## src/rtl/tm1640_pkg.sv

```systemverilog
// Shared TM1640 command bytes, link state encoding and display-control helper.
package tm1640_pkg;

  localparam logic [7:0] CMD_DATA = 8'h40;
  localparam logic [7:0] CMD_ADDR = 8'hC0;
  localparam logic [7:0] CMD_DISP = 8'h80;

  typedef enum logic [2:0] {
    IDLE,
    START,
    BIT_LO,
    BIT_HI,
    STOP_A,
    STOP_B,
    STOP_C
  } state_t;

  function automatic logic [7:0] disp_ctl(input logic on, input logic [2:0] level);
    return CMD_DISP | {4'b0000, on, level};
  endfunction

endpackage

```

## src/rtl/tm1640_tick.sv

```systemverilog
// Half-period divider: one-cycle tick every CLK_DIV clocks while enabled, held at zero otherwise.
module tm1640_tick #(
  parameter int CLK_DIV = 4
) (
  input  logic clk,
  input  logic rst,
  input  logic en,
  output logic tick
);

  localparam int CW = $clog2(CLK_DIV + 1);

  logic [CW-1:0] cnt;

  assign tick = en && (cnt == CW'(CLK_DIV - 1));

  always_ff @(posedge clk or negedge rst) begin
    if (!rst) begin
      cnt <= '0;
    end else if (!en || tick) begin
      cnt <= '0;
    end else begin
      cnt <= cnt + 1'b1;
    end
  end

endmodule

```

## src/rtl/tm1640_link.sv

```systemverilog
// TM1640 two-wire link: each start sends data-command, address+segments and display-control frames.
// Optional macro TM1640_PENDING_EN merges starts seen while busy into one follow-up refresh.
module tm1640_link
  import tm1640_pkg::*;
#(
  parameter int CLK_DIV    = 4,
  parameter int NUM_DIGITS = 9
) (
  input  logic                    clk,
  input  logic                    rst,
  input  logic                    start,
  input  logic [8*NUM_DIGITS-1:0] led_data,
  input  logic [2:0]              level,
  input  logic                    on,
  output logic                    tm_clk,
  output logic                    tm_din,
  output logic                    busy
);

  localparam int BW = $clog2(NUM_DIGITS + 1);

  state_t                  state;
  logic [2:0]              bit_cnt;
  logic [BW-1:0]           byte_idx;
  logic [1:0]              frame;
  logic [8*NUM_DIGITS-1:0] seg_sh;
  logic [2:0]              level_sh;
  logic                    on_sh;
  logic                    tick;
  logic                    go;

  logic [7:0]              cur_byte;
  logic [7:0]              nxt_byte;
  logic [2:0]              nxt_bit;
  logic [BW-1:0]           nxt_idx;
  logic [BW-1:0]           last_idx;
  logic                    last_bit;
  logic                    last_byte;

  tm1640_tick #(.CLK_DIV(CLK_DIV)) u_tick (
    .clk  (clk),
    .rst  (rst),
    .en   (state != IDLE),
    .tick (tick)
  );

  // Byte at position idx within frame f; address 0 of frame 1 is the address command.
  function automatic logic [7:0] byte_value(input logic [1:0] f, input logic [BW-1:0] idx);
    logic [7:0] v;
    v = CMD_DATA;
    if (f == 2'd2) begin
      v = disp_ctl(on_sh, level_sh);
    end else if (f == 2'd1) begin
      v = CMD_ADDR;
      for (int d = 0; d < NUM_DIGITS; d++) begin
        if (idx == BW'(d + 1)) v = seg_sh[8*d +: 8];
      end
    end
    return v;
  endfunction

  always_comb begin
    last_idx  = (frame == 2'd1) ? BW'(NUM_DIGITS) : '0;
    last_bit  = (bit_cnt == 3'd7);
    last_byte = (byte_idx == last_idx);
    nxt_bit   = bit_cnt + 3'd1;
    nxt_idx   = last_bit ? byte_idx + 1'b1 : byte_idx;
    cur_byte  = byte_value(frame, byte_idx);
    nxt_byte  = byte_value(frame, nxt_idx);
  end

`ifdef TM1640_PENDING_EN
  logic pending;

  assign go = start || pending;
`else
  assign go = start;
`endif

  // Entering START drives the start condition at once; every later line change waits for a tick.
  always_ff @(posedge clk or negedge rst) begin
    if (!rst) begin
      state    <= IDLE;
      tm_clk   <= 1'b1;
      tm_din   <= 1'b1;
      busy     <= 1'b0;
      bit_cnt  <= '0;
      byte_idx <= '0;
      frame    <= '0;
      seg_sh   <= '0;
      level_sh <= '0;
      on_sh    <= 1'b0;
`ifdef TM1640_PENDING_EN
      pending  <= 1'b0;
`endif
    end else if (state == IDLE) begin
      if (go) begin
        seg_sh   <= led_data;
        level_sh <= level;
        on_sh    <= on;
        state    <= START;
        tm_clk   <= 1'b1;
        tm_din   <= 1'b0;
        busy     <= 1'b1;
        frame    <= '0;
        byte_idx <= '0;
        bit_cnt  <= '0;
`ifdef TM1640_PENDING_EN
        pending  <= 1'b0;
`endif
      end
    end else begin
`ifdef TM1640_PENDING_EN
      if (start) pending <= 1'b1;
`endif
      if (tick) begin
        case (state)
          START: begin
            state  <= BIT_LO;
            tm_clk <= 1'b0;
            tm_din <= cur_byte[bit_cnt];
          end
          BIT_LO: begin
            state  <= BIT_HI;
            tm_clk <= 1'b1;
          end
          BIT_HI: begin
            tm_clk <= 1'b0;
            if (last_bit && last_byte) begin
              state  <= STOP_A;
              tm_din <= 1'b0;
            end else begin
              state    <= BIT_LO;
              bit_cnt  <= nxt_bit;
              byte_idx <= nxt_idx;
              tm_din   <= nxt_byte[nxt_bit];
            end
          end
          STOP_A: begin
            state  <= STOP_B;
            tm_clk <= 1'b1;
          end
          STOP_B: begin
            state  <= STOP_C;
            tm_din <= 1'b1;
          end
          STOP_C: begin
            if (frame == 2'd2) begin
              state <= IDLE;
              busy  <= 1'b0;
            end else begin
              state    <= START;
              frame    <= frame + 2'd1;
              byte_idx <= '0;
              bit_cnt  <= '0;
              tm_din   <= 1'b0;
            end
          end
          default: ;
        endcase
      end
    end
  end

endmodule

```

## config.mk

```make
export PLATFORM = sky130hd
export DESIGN_NAME = tm1640_link
export DESIGN_NICKNAME = d
export VERILOG_FILES = /design/src/rtl/tm1640_pkg.sv /design/src/rtl/tm1640_tick.sv /design/src/rtl/tm1640_link.sv
export SDC_FILE = /design/constraint.sdc
export NUM_CORES = 1
export LEC_CHECK = 0
export BUFFER_PORTS_ARGS = -buffer_cell sky130_fd_sc_hd__buf_2
export CAP_MARGIN = 20
export CORE_UTILIZATION = 30
export CTS_BUF_LIST = sky130_fd_sc_hd__clkbuf_4 sky130_fd_sc_hd__clkbuf_8 sky130_fd_sc_hd__clkbuf_16
export DETAILED_ROUTE_END_ITERATION = 8
export PLACE_DENSITY_LB_ADDON = 0.08
export REMOVE_ABC_BUFFERS = 1
export SKIP_CTS_REPAIR_TIMING = 1
export SYNTH_ARGS = -nofsm -noshare
export SYNTH_HDL_FRONTEND = slang
export SYNTH_SLANG_ARGS = --single-unit
```

## constraint.sdc

```tcl
create_clock -name clk -period 3.5 [get_ports clk]
set_input_delay 0.35 -clock clk [delete_from_list [all_inputs] [get_ports clk]]
set_output_delay 0.35 -clock clk [all_outputs]
set_load 0.1 [all_outputs]
```

==> results.cfg <==
[run_status]
status = complete, no violations

[grt]
grt_pass1_vias = 5030
grt_first_pass_wirelength_mm = 29.2
antenna_found_initial = 0
grtUsageTotal = 0.190
grt_max_degree = 67
gr-total-overflow = 0

[timing]
max_freq_ghz = 0.320
finClkSkew_ns = 0.00397
holdWs_ns = 0.111
hold_viol_final = 0
worstMarginPinSlew_ns = 0.864
slew_headroom = 0.424
rsz0062_at_grt = false
maxSlewViolCount = 0
finalCritPeriodShare = 0.892
min_period_ns = 3.12
finalSetupViolations = 0

[power_and_ir_drop]
comb_power_share = 0.392
power_density_nw_per_um2 = 754
ir_worst_vdd_mv = 0.287
internal-power_mw = 3.03
p_leak_nw = 2.72
pwr-share-seq = 0.425
switching_power_mw = 2.09
p_clk_frac = 0.183
switching_share = 0.408

[yosys]
postSynthCellCount = 587
ys_seq_area_frac = 0.402
synth_warnings = 0
netlist.area_leader.share = 0.393
synth.area.top_cells = dfrtp_1 39%, mux2_2 14%, nand2_1 3.3%
synth_edf_count = 0
dominantRegCellSynth = dfrtp_1
synthArstFlopShare = 1.00
synth_cell_types = 70
postSynthAreaPerCell_um2 = 9.98
ys_ff_latch = 94
synth_area_leader_cell = dfrtp_1
syn-cell-area_um2 = 5860

[layout]
layout_commonest_cell = dfrtp_1
design_area_um2 = 6790
area_growth_pct = 15.9
fillCellCount = 1989
final_cell_mix = 92 x dfrtp_1, 80 x buf_2, 73 x mux2_2, 51 x nand2_1, 34 x o21ai_0
finalNetCount = 744
antennaDiodeCount = 0
drive_gt1_frac = 0.315

[route]
vias_per_cell = 5.50
final_antenna_net_count = 0
finalWirelength_mm = 18.2
drt_first_pass_iters = 5
num_vias = 5063
drt_iter0_markers = 405
post_drt_wl_per_cell_um = 19.8
drc = 0

[critical_path]
critPathCaptureType = register
cp.arrival_ns = 3.40
critPathLaunchType = register
required_ns = 3.78
crit_fanout = 30
path_class = reg2reg

[min_path]
min_path_type = in2async

[cts]
cts_tree = built
clock-sinks = 94
clockBufferDepth = 2
path_clk_slew_ns = 0.07
numCtsBuffers = 9
clock_tree.root_cell = clkbuf_16
htree_levels = 3
clkLatencyLatePin_ns = 0.35

[place]
place_hpwl_mm = 13.7
gp_congestion = 0.859
placed_area_um2 = 6520
port_buffers = 81

[die]
die_y_um = 142
initial_core_util = 0.310
die_area_um2 = 20100
die_x_um = 142
num_rows = 50
coreArea_um2 = 18900
io-pin-count = 82

[flow_run]
cap_violations = 0
-- sequential cells by signal, summed over array words and instances, names as in the netlist --
register	flops
busy	1
on_sh	1
frame	2
byte_idx	4
tm_clk	1
tm_din	1
u_tick.cnt	3
bit_cnt	3
level_sh	3
seg_sh	72
state	3
-- power groups by stage --
stage                     Clock, mW  Sequential (mW)  Combinational [mW]
after detailed placement          0             2.20                2.01
after CTS                     0.969             2.18                2.02
final                         0.937             2.18                2.01
after floorplan                   0             2.09                1.36
after global placement            0             2.20                1.99
after global routing           1.01             2.25                2.22
-- metal layers --
metal / vias to the layer above / track usage / share of wire
met4: 0 / 0.0555 / 0.019
met3: 25 / 0.0344 / 0.041
met5: - / 0 / 0
met2: 140 / 0.297 / 0.46
li1: 2350 / - / -
met1: 2548 / 0.267 / 0.48
-- stage by stage --
| step | total power [mW] | utilization | std cells | setup slack (ns) | setup TNS, ns |
|---|---|---|---|---|---|
| finish | 5.12 | 0.359 | 920 | 0.377 | 0 |
| global route | 5.49 | 0.359 | 920 | 0.213 | 0 |
| CTS | 5.17 | 0.359 | 920 | 0.440 | 0 |
| detailed placement | 4.21 | 0.345 | 904 | 0.465 | 0 |
| global placement | 4.19 | 0.345 | 904 | 0.463 | 0 |
| floorplan | 3.45 | - | 543 | -0.197 | -0.503 |
-- area by class of cell --
| cell class | count | area [µm²] | share of cell area |
|---|---|---|---|
| Multi-Input combinational cell | 434 | 3210 | 0.473 |
| Sequential cell | 94 | 2350 | 0.347 |
| Timing Repair Buffer | 101 | 571 | 0.0840 |
| Tap cell | 260 | 325 | 0.0479 |
| Clock buffer | 9 | 225 | 0.0332 |
| Inverter | 15 | 56.3 | 0.00829 |
| Clock inverter | 7 | 46.3 | 0.00682 |
-- worst max-delay path, cell delays in order (launching register included) --
cell and delay (ns):
dfrtp_1 0.46, ha_1 0.22, ha_1 0.21, buf_12 0.18
xnor2_2 0.43, mux2_1 0.37, a22oi_1 0.21, o32a_1 0.23
o221ai_1 0.14, o2111ai_1 0.14, a21oi_1 0.10, o311a_1 0.35
-- logic make-up after synthesis --
kind of cell | synth area share
fa+ha+maj | 0.0214
buf+inv | 0.0500
xor+xnor | 0.00897
mux | 0.175
flops | 0.402
compound gates | 0.219
simple gates | 0.123
-- worst paths after layout --
| path | to | from | slack [ns] | cells after the start |
|---|---|---|---|---|
| setup / recovery | tm_din | bit_cnt[1] | 0.38 | 11 |
| hold / removal | seg_sh[10] | rst | 0.11 | 1 |
| setup reg to reg | tm_din | bit_cnt[1] | 0.38 | 11 |
| hold reg to reg | u_tick.cnt[0] | u_tick.cnt[0] | 0.45 | 1 |
| max in group asynchronous | tm_clk | rst | 2.58 | 2 |
| min in group clk | seg_sh[39] | led_data[39] | 0.20 | 3 |
-- Yosys cell counts (all sizes together), types with 7 or more instances --
| master | count |
|---|---|
| a21o | 7 |
| a21oi | 30 |
| a221oi | 12 |
| a22oi | 11 |
| a31oi | 10 |
| and2 | 7 |
| buf | 29 |
| clkbuf | 15 |
| dfrtp | 92 |
| ha | 10 |
| inv | 15 |
| mux2 | 75 |
| mux2i | 13 |
| nand2 | 51 |
| nand3 | 8 |
| nor2 | 27 |
| nor2b | 8 |
| nor3 | 16 |
| o211ai | 9 |
| o21ai | 40 |
| o22ai | 7 |
| o31ai | 8 |
(Power assumes the default switching activity.)
